===== src/rtl/hdb3_decoder_pkg.sv =====
// Shared HDB3 line-code definitions: rail-pair codes, pulse polarity and
// small helpers used by the decoder and its line-code checker.
package hdb3_decoder_pkg;

    // Rail pair {P, N} as delivered by the line receiver/slicer.
    localparam logic [1:0] PN_ZERO = 2'b00;
    localparam logic [1:0] PN_NEG  = 2'b01;
    localparam logic [1:0] PN_POS  = 2'b10;
    localparam logic [1:0] PN_ILL  = 2'b11;

    typedef enum logic {
        POL_NEG = 1'b0,
        POL_POS = 1'b1
    } pol_t;

    // A rail pair carries a pulse only for the two legal single-rail codes;
    // the illegal both-rails code is treated as a zero symbol.
    function automatic logic rail_mark(input logic [1:0] pn);
        logic mark;
        case (pn)
            PN_POS, PN_NEG:  mark = 1'b1;
            PN_ZERO, PN_ILL: mark = 1'b0;
            default:         mark = 1'b0;
        endcase
        return mark;
    endfunction

    // Polarity of a pulse; only meaningful when rail_mark() is true.
    function automatic pol_t rail_pol(input logic [1:0] pn);
        return (pn == PN_POS) ? POL_POS : POL_NEG;
    endfunction

endpackage


===== src/rtl/hdb3_err_chk.sv =====
// HDB3 line-code checker. Flags illegal both-rails symbols, V pulses that
// fail to alternate in polarity, and zero runs longer than HDB_N.
// Only instantiated when HDB3_ERR_CHK_EN is defined.
module hdb3_err_chk
    import hdb3_decoder_pkg::*;
#(
    parameter int HDB_N = 3
) (
    input  logic       clk,
    input  logic       rst,
    input  logic [1:0] pn,
    input  logic       v_det,
    output logic       code_err
);

    localparam int             ZW      = $clog2(HDB_N + 2);
    localparam logic [ZW-1:0]  RUN_MAX = ZW'(HDB_N + 1);

    pol_t          last_v_pol;
    logic [ZW-1:0] zero_run;
    logic          is_zero;
    logic          ill;
    logic          v_rep;
    logic          run_hit;

    assign is_zero = !rail_mark(pn);
    assign ill     = (pn == PN_ILL);
    assign v_rep   = v_det && (rail_pol(pn) == last_v_pol);
    // Fires only on the symbol that takes the run to HDB_N+1, not on later zeros.
    assign run_hit = is_zero && (zero_run == RUN_MAX - 1'b1);

    // Track V polarity and zero run length; merge all causes into one strobe.
    always_ff @(posedge clk or negedge rst) begin
        if (!rst) begin
            last_v_pol <= POL_NEG;
            zero_run   <= '0;
            code_err   <= 1'b0;
        end else begin
            code_err <= ill || v_rep || run_hit;
            if (v_det) begin
                last_v_pol <= rail_pol(pn);
            end
            if (!is_zero) begin
                zero_run <= '0;
            end else if (zero_run != RUN_MAX) begin
                zero_run <= zero_run + 1'b1;
            end
        end
    end

endmodule


===== src/rtl/hdb3_decoder.sv =====
// HDB3 receive decoder: bipolar rail pair in, NRZ bit stream out.
// A V pulse (same polarity as the previous pulse) is detected on arrival and
// both it and the B/0 HDB_N symbols earlier are zeroed inside the delay line.
// Optional line-code checking is enabled with the macro HDB3_ERR_CHK_EN.
module hdb3_decoder
    import hdb3_decoder_pkg::*;
#(
    parameter int HDB_N = 3
) (
    input  logic clk,
    input  logic rst,
    input  logic data_inP,
    input  logic data_inN,
    output logic data_out,
    output logic out_valid,
    output logic code_err
);

    localparam int            FW       = $clog2(HDB_N + 2);
    localparam logic [FW-1:0] FILL_MAX = FW'(HDB_N + 1);

    logic [1:0]    pn;
    logic          mark_in;
    pol_t          pol_in;
    pol_t          last_pol;
    logic          v_det;
    logic [HDB_N:0] sr;
    logic [HDB_N:0] sr_next;
    logic [FW-1:0] fill;
    logic [FW-1:0] fill_next;
    logic          full_next;

    assign pn      = {data_inP, data_inN};
    assign mark_in = rail_mark(pn);
    assign pol_in  = rail_pol(pn);
    assign v_det   = mark_in && (pol_in == last_pol);

    // Next delay-line contents: shift in the mark, and on a V clear both the
    // V itself and the substitution pulse/zero now leaving the far end.
    always_comb begin
        sr_next = {sr[HDB_N-1:0], mark_in};
        if (v_det) begin
            sr_next[0]     = 1'b0;
            sr_next[HDB_N] = 1'b0;
        end
    end

    // Count real symbols since reset until the delay line is full.
    always_comb begin
        fill_next = (fill == FILL_MAX) ? fill : fill + 1'b1;
        full_next = (fill_next == FILL_MAX);
    end

    // Delay line, fill tracking, pulse polarity history and registered outputs.
    always_ff @(posedge clk or negedge rst) begin
        if (!rst) begin
            sr        <= '0;
            fill      <= '0;
            last_pol  <= POL_NEG;
            data_out  <= 1'b0;
            out_valid <= 1'b0;
        end else begin
            sr        <= sr_next;
            fill      <= fill_next;
            out_valid <= full_next;
            data_out  <= sr_next[HDB_N] && full_next;
            if (mark_in) begin
                last_pol <= pol_in;
            end
        end
    end

`ifdef HDB3_ERR_CHK_EN
    hdb3_err_chk #(
        .HDB_N(HDB_N)
    ) u_err_chk (
        .clk     (clk),
        .rst     (rst),
        .pn      (pn),
        .v_det   (v_det),
        .code_err(code_err)
    );
`else
    assign code_err = 1'b0;
`endif

endmodule

===== config.mk =====
export PLATFORM = sky130hd
export DESIGN_NAME = hdb3_decoder
export DESIGN_NICKNAME = d
export VERILOG_FILES = /design/src/rtl/hdb3_decoder_pkg.sv /design/src/rtl/hdb3_err_chk.sv /design/src/rtl/hdb3_decoder.sv
export SDC_FILE = /design/constraint.sdc
export NUM_CORES = 1
export LEC_CHECK = 0
export ABC_CLOCK_PERIOD_IN_PS = 1950
export BUFFER_PORTS_ARGS = -buffer_cell sky130_fd_sc_hd__buf_2
export CORE_AREA = 2 2 39 41
export DETAILED_ROUTE_END_ITERATION = 12
export DIE_AREA = 0 0 41 43
export GPL_TIMING_DRIVEN = 1
export HOLD_SLACK_MARGIN = 0.1
export PLACE_DENSITY = 0.56
export SYNTH_ARGS = -nofsm -noshare
export SYNTH_HDL_FRONTEND = slang
export SYNTH_SLANG_ARGS = --single-unit

===== constraint.sdc =====
create_clock -name clk -period 1.95 [get_ports clk]
set_input_delay 0.2925 -clock clk [delete_from_list [all_inputs] [get_ports clk]]
set_output_delay 0.2925 -clock clk [all_outputs]
set_load 0.01 [all_outputs]

# ---- Word level (Yosys, flattened, before mapping)
# Cells that the tools add are included.
dict set report classes {
  addsub 1
  n_eq_ne 6
  n_reduce_logical 5
  muxes 5
}
# op count
set ops {}
lappend ops {{$eq 3x3->1 const B} 2}
lappend ops {{$eq 2x2->1 const B} 2}
lappend ops {{$reduce_or 2->1} 2}
lappend ops {{$add 3x1->3 const B} 1}
lappend ops {{$mux 1} 3}
lappend ops {{$mux 3} 1}
lappend ops {{$eq 2x1->1 const B} 1}
lappend ops {{$logic_and 1x1->1} 2}
lappend ops {{$logic_not 2->1} 1}
lappend ops {{$pmux 1 s2} 1}
lappend ops {{$eq 1x1->1} 1}
dict set report totals {
  register_bits 9
  output_inout_bits 3
  word_cells 22
}

# ---- Logic depth before layout (Yosys ltp)
# Gate-level depths: netlist of run 1.
dict set report depth {
  depth_word 6
  depth_mapped 5
  mapped_depth_nobuf 5
}

# ---- Worst setup path before layout of run 1
# No wires, ideal clock.
dict set report synth_path {
  path_type {register to register}
  startpoint {register fill[0]}
  endpoint {register data_out}
  setup_slack_ns 0.422
  setup_ns 0.067
  required_ns 1.883
  arrival_time_ns 1.462
  period_less_slack_ns 1.528
  path_stages_with_launch 6
  cell_sequence {dfrtp_1 -> inv_1 -> ha_1 -> or3b_1 -> a311oi_2 -> and3_1}
}
dict set report synth_via {
  elab_chain_len 4
  word_cells_on_any_way 5
  cone_classes {1 x add/sub; 2 x eq/ne; 1 x mux; 1 x reduce/logical}
}
# item line
set synth_rtl {}
lappend synth_rtl {{start: declaration} hdb3_decoder.sv:29} ;# logic [FW-1:0] fill;
lappend synth_rtl {{start signal: assignment} hdb3_decoder.sv:64} ;# fill <= fill_next;
lappend synth_rtl {{$add 3x1->3 / $eq 3x3->1 (equally long branches)} hdb3_decoder.sv:50} ;# fill_next = (fill == FILL_MAX) ? fill : fill + 1'b1;
lappend synth_rtl {{$mux 3 *} hdb3_decoder.sv:50}
lappend synth_rtl {{$eq 3x3->1 *} hdb3_decoder.sv:51} ;# full_next = (fill_next == FILL_MAX);
lappend synth_rtl {{named net full_next} hdb3_decoder.sv:31} ;# logic full_next;
lappend synth_rtl {{$logic_and 1x1->1 *} hdb3_decoder.sv:66} ;# data_out <= sr_next[HDB_N] && full_next;
lappend synth_rtl {{end signal: assignment} hdb3_decoder.sv:66}
lappend synth_rtl {{end: declaration} hdb3_decoder.sv:14} ;# output logic data_out,
# The timed path passes the listed nets; every way through them passes the cells marked *.
# A chain may end at the register's enable or synchronous reset.

# ---- Worst setup path after layout of run 1
# Ends and elaborated chain as after synthesis.

==> results of run 1 <==
-- synth_stat cells --
library cell / count / area share [%]
and3_1: 1 / 1.6
xnor2_1: 2 / 4.6
a311oi_2: 1 / 3.9
ha_1: 3 / 9.8
nand2_1: 1 / 0.98
inv_1: 3 / 2.9
buf_4: 1 / 2.0
nor2_1: 2 / 2.0
a21oi_1: 2 / 2.6
or3b_1: 1 / 2.3
mux2_2: 1 / 2.9
conb_1: 1 / 0.98
nand2b_1: 2 / 3.3
dfrtp_1: 9 / 59
nor2b_1: 1 / 1.6
-- routing by layer --
metal / part of all wire (%) / vias up
met5: 0 / -
met4: 0 / 0
met3: 5.3 / 0
met2: 45 / 5
met1: 49 / 91
li1: - / 115
-- power groups by stage --
stage,Sequential [uW],Combinational [uW],Clock (uW)
after floorplan,207,16.5,0
after global placement,206,27.1,0
after detailed placement,207,26.8,0
after CTS,203,28.8,149
after global routing,205,32.5,173
final,203,27.8,142
-- worst max-delay path by stage --
stage	from	to	slack, ps	cells after the start
finish	fill[0]$_DFF_PN0_	data_out$_DFF_PN0_	330	5
global route	fill[0]$_DFF_PN0_	data_out$_DFF_PN0_	210	5
CTS	fill[0]$_DFF_PN0_	data_out$_DFF_PN0_	320	5
detailed placement	fill[0]$_DFF_PN0_	data_out$_DFF_PN0_	330	5
global placement	fill[0]$_DFF_PN0_	data_out$_DFF_PN0_	330	5
floorplan	fill[0]$_DFF_PN0_	data_out$_DFF_PN0_	420	5
-- state kept, by name, indices dropped and copies added (netlist names) --
| signal | count |
|---|---|
| fill | 3 |
| sr | 3 |
| data_out | 1 |
| out_valid | 1 |
| last_pol | 1 |
-- cell type report --
cell class | instances | area, um2
Multi-Input combinational cell | 18 | 140.1
Timing Repair Buffer | 6 | 35.03
Sequential cell | 9 | 225.2
Fill cell | 147 | 925.9
Tap cell | 16 | 20.02
Inverter | 3 | 11.26
Clock buffer | 4 | 26.28
-- worst max-delay path: cells and delay by family, from the launching register on --
family                     cells  cell delay [ps]
adders and majority gates      1              240
AOI/OAI and AO/OA              1              260
and+or+nand+nor                2              570
DFF                            1              410
buffers and inverters          1               90
-- through the flow --
stage                     power, uW  worst slack [ps]  area [um2]
final                         372.5             327.6       457.9
after global routing          410.0             214.8       457.9
after CTS                     381.5             315.8       457.9
after detailed placement      233.5             325.6       421.7
after global placement        233.3             325.8       421.7
after floorplan               223.6             421.5       384.1
-- repair_timing --
action / CTS / global route
hold buffers: 1 / 0
setup buffers: 0 / 0
gates resized for setup: 0 / 0
endpoints found under the hold margin: 9 / 0
-- cells by family after synthesis --
| kind of cell | after synthesis | share of synthesized area (%) |
|---|---|---|
| flip-flops | 9 | 58.63 |
| other | 1 | 0.9763 |
| AND/OR/NAND/NOR | 8 | 11.73 |
| XOR/XNOR | 2 | 4.561 |
| buffers and inverters | 4 | 4.887 |
| AO/OA/AOI/OAI | 3 | 6.514 |
| adder cells (fa/ha/maj) | 3 | 9.773 |
| multiplexers | 1 | 2.931 |
==> impl_metrics.tcl, run 1 <==
set metrics [dict create \
    outcome "complete, no violations" \
    finalSetupTns_ps 0 \
    critPathLaunchType "flip-flop" \
    ys_seq_area_share_pct 58.63 \
    r2r_cells 5 \
    cp.required_ps 2150 \
    routed_wl_um 505 \
    wl_per_cell_um 9.018 \
    p_int_uw 292.3 \
    syn-mean-instance-area_um2 12.39 \
    drive_above_1_share_pct 25.00 \
    cp-end-kind "flip-flop" \
    final_common_cell "dfrtp_1" \
    power_leakage_uw 0.0002263 \
    clock_path_buffers 2 \
    io_pins 7 \
    cap_viol_max_count 0 \
    die_h_um 43 \
    grtUsageMet2_pct 11.56 \
    grt_util_all_layers_pct 9.045 \
    core_area_um2 1384 \
    clockPowerShare_pct 38.0 \
    crit_type "reg -> reg" \
    met3_usage_pct 9.424 \
    syn_nets 38 \
    vdd_drop_max_uv 524.7 \
    cts_tree "done" \
    period_minus_slack_ps 1622 \
    gr-max-usage-layer "met2" \
    rsz0062_at_grt "no" \
    finClkSkew_ps 5.190 \
    dp.cells 51 \
    antenna_left 0 \
    met1_usage_pct 10.37 \
    crit_chain "inv_1, ha_1, or3b_1, a311oi_2, and3_1" \
    worstReg2RegEnd "data_out$_DFF_PN0_" \
    dieArea_um2 1763 \
    die_w_um 41 \
    antennaDiodeCount 0 \
    crit_slowest_cell "dfrtp_1" \
    p_per_area_nw_per_um2 813.5 \
    place_congestion 0.7007 \
    slowest_delay_ps 410 \
    grt-ovfl-total 0 \
    clkSinkCount 9 \
    grt_pass1_vias 242 \
    ctsRootBufferMaster "clkbuf_4" \
    clk_pin_slew_worst_paths_ps 60 \
    rrSetupSlack_ps 330 \
    p_sw_share_pct 21.53 \
    cts-buffers-inserted 3 \
    cts_htree_levels 1 \
    p_sw_uw 80.20 \
    hold_path_end "sr[2]$_DFF_PN0_" \
    hp-class "reg -> reg" \
    syn_inst 31 \
    drv_slew 0 \
    ys_types 15 \
    grt_max_degree 10 \
    arrival_ps 1820 \
    worstHoldPathCells 0 \
    share_seq_of_total_power_pct 54.5 \
    hp-start "sr[1]$_DFF_PN0_" \
    port_buffers 5 \
    area_delta_synth_final_pct 19.22 \
    combPwrFrac_pct 7.5 \
    drtIter0Drc 0 \
    fin_crit_sh_pct 83.20 \
    layout_common_cells "dfrtp_1, buf_2, inv_1, ha_1, clkbuf_4" \
    instances_no_fill 56 \
    hold_viol 0 \
    dr.pass1.iters 1 \
    dp_hpwl_um 375.7 \
    grt_antenna_before_repair 0 \
    synth_seq_cells 9 \
    rows 14 \
    r2r_start "fill[0]$_DFF_PN0_" \
    hold_slack_ps 348.6 \
    insertion_delay_ps 260 \
    yosys_warnings 0 \
    grt_pass1_wl_um 986 \
    vias 211 \
    finish.utilization_pct 33.09 \
    drc 0 \
    final_nets 48 \
    netlist_area_um2 384.1 \
    viasPerCell 3.768 \
    path_max_fanout 4 \
    initial_core_util_pct 27.76 \
    fmax_mhz 616.4 \
    finalSetupViolations 0 \
]
(Power assumes the default switching activity.)
==> run 2: changes to the inputs <==
ABC_CLOCK_PERIOD_IN_PS = 1450   (was 1950)
PLACE_DENSITY = 0.58   (was 0.56)
clock period = 1.45 ns   (was 1.95 ns; I/O delays follow)
==> run 2 against run 1 <==
Critical path type unchanged. Register-to-register slack got worse by 330 ps. The run now ends with setup timing left. Global-route usage rose by 0.82 points. Via count increased by 19%. Maximum frequency grew 11%. First-iteration DRC count increased by 4. Cell count increased by 7.1%. Clock skew fell by 1.4 ps. Worst setup slack worse by 330 ps. Cell area grew 9.8%. Die area stayed put. Sequential share of layout area fell by 4.4 points.
==> impl_metrics.tcl, run 2 (same netlist as run 1, synthesis figures left out) <==
set metrics [dict create \
    viasPerCell 4.183 \
    post_cts_buffers 0 \
    ctsRootBufferMaster "clkbuf_4" \
    wl_per_cell_um 9.183 \
    arrival_ps 1650 \
    fin_crit_sh_pct 100.5 \
    rrSetupSlack_ps -7 \
    setup_ws_ps -6.758 \
    grt-ovfl-total 0 \
    crit_chain "ha_2, or3b_1, a311oi_2, and3_1" \
    grt_max_degree 10 \
    largestRegisters "fill x3, sr x3" \
    clockPowerShare_pct 37.5 \
    worstReg2RegEnd "data_out$_DFF_PN0_" \
    area_delta_synth_final_pct 30.94 \
    grt_pass1_vias 245 \
    p_sw_share_pct 21.31 \
    finClkSkew_ps 3.741 \
    worstHoldPathCells 3 \
    antenna_left 0 \
    place_congestion 0.7042 \
    share_seq_of_total_power_pct 54.7 \
    cap_viol_max_count 0 \
    grt_antenna_before_repair 0 \
    vias 251 \
    grt_pass1_wl_um 1090 \
    drv_slew 0 \
    dr.pass1.iters 4 \
    cts_htree_levels 1 \
    p_sw_uw 106.5 \
    final_common_cell "dfrtp_1" \
    clock_path_buffers 2 \
    drc 0 \
    ctsResizeCount 0 \
    r2r_cells 4 \
    rsz0062_at_grt "yes" \
    dp_hpwl_um 436.8 \
    combPwrFrac_pct 7.7 \
    routed_wl_um 551 \
    fmax_mhz 686.5 \
    power_leakage_uw 0.0002438 \
    crit_slowest_cell "dfrtp_1" \
    p_int_uw 393.2 \
    io_pins 7 \
    grt_util_all_layers_pct 9.868 \
    hp-class "in -> reg" \
    port_buffers 5 \
    critPathLaunchType "flip-flop" \
    die_h_um 43 \
    initial_core_util_pct 27.76 \
    cp.required_ps 1650 \
    r2r_start "fill[0]$_DFF_PN0_" \
    hold_path_end "sr[0]$_DFF_PN0_" \
    clk_pin_slew_worst_paths_ps 60 \
    wl_met3_um 50 \
    failed_checks "setup timing" \
    layout_common_cells "dfrtp_1, buf_2, buf_4" \
    dieArea_um2 1763 \
    wl_met2_um 249 \
    die_w_um 41 \
    drtIter0Drc 4 \
    core_area_um2 1384 \
    insertion_delay_ps 260 \
    antennaDiodeCount 0 \
    highest_layer "met3" \
    slowest_delay_ps 400 \
    hold_viol 0 \
    finalSetupViolations 1 \
    outcome "complete, but fails checks" \
    cp-end-kind "flip-flop" \
    hp-start "data_inP" \
    rows 14 \
    p_per_area_nw_per_um2 993.5 \
    power_uw 499.7 \
    cp_num_buf_inv 0 \
    final_nets 52 \
    crit_family "simple AND/OR/NAND/NOR gates" \
    period_minus_slack_ps 1457 \
    cts_tree "done" \
    m1WireLength_um 251 \
    vdd_drop_max_uv 668.4 \
    crit_type "reg -> reg" \
    cts-buffers-inserted 3 \
    path_max_fanout 3 \
    finalSetupTns_ps -6.758 \
    drive_above_1_share_pct 38.64 \
    clkSinkCount 9 \
]
## run 2: cell count changes in the layout (fill, tap and decap cells not counted), sizes merged
cell,delta
buf,+4
## run 2: power by group through the flow
| stage | clock [uW] | sequential, uW | combinational [uW] |
|---|---|---|---|
| finish | 188 | 274 | 38.6 |
| global route | 210 | 275 | 44.5 |
| CTS | 196 | 274 | 39.5 |
| detailed placement | 0 | 278 | 37.3 |
| global placement | 0 | 278 | 36.5 |
| floorplan | 0 | 279 | 22.3 |
## run 2: cell type report
type | instances | area, um2
inverters | 3 | 11.26
multi-input cells | 18 | 155.1
flip-flops and latches | 9 | 225.2
clock buffers | 4 | 26.28
repair buffers | 10 | 65.06
fillers | 138 | 880.8
well taps | 16 | 20.02
## run 2: worst max-delay path by stage
| stage | start | endpoint | cells past startpoint |
|---|---|---|---|
| after floorplan | fill[0]$_DFF_PN0_ | data_out$_DFF_PN0_ | 4 |
| after global placement | fill[0]$_DFF_PN0_ | data_out$_DFF_PN0_ | 4 |
| after detailed placement | fill[0]$_DFF_PN0_ | data_out$_DFF_PN0_ | 4 |
| after CTS | fill[0]$_DFF_PN0_ | data_out$_DFF_PN0_ | 4 |
| after global routing | fill[1]$_DFF_PN0_ | data_out$_DFF_PN0_ | 5 |
| final | fill[0]$_DFF_PN0_ | data_out$_DFF_PN0_ | 4 |
## run 2: metal layers
layer  track usage (%)  vias up
met5                 0        -
met3             7.853        0
met2             12.50        8
met1             12.08      120
li1                  -      123
met4             4.000        0
## run 2: metrics by stage
| step | std cells | worst slack [ps] | area, um2 | hold WS, ps | utilization [%] |
|---|---|---|---|---|---|
| after floorplan | 31 | -24.25 | 399.1 | -78.09 | - |
| after global placement | 55 | 1.046 | 466.7 | 77.92 | 33.73 |
| after detailed placement | 55 | -65.19 | 466.7 | 80.31 | 33.73 |
| after CTS | 60 | -21.73 | 503.0 | 287.2 | 36.35 |
| after global routing | 60 | -119.7 | 503.0 | 298.1 | 36.35 |
| final | 60 | -6.758 | 503.0 | 291.4 | 36.35 |
## run 2: tightest hold or removal path, delay by kind of cell
| kind | cells | cell delay, ps |
|---|---|---|
| adders and majority gates | 1 | 160 |
| buffers and inverters | 1 | 80 |
| and+or+nand+nor | 1 | 50 |
## run 2: repair_timing
action / in CTS / in global routing
gates cloned: 0 / 0
hold buffers: 1 / 0
hold endpoints to repair: 9 / 0
pin swaps: 2 / 0
setup endpoints to repair: 1 / 1
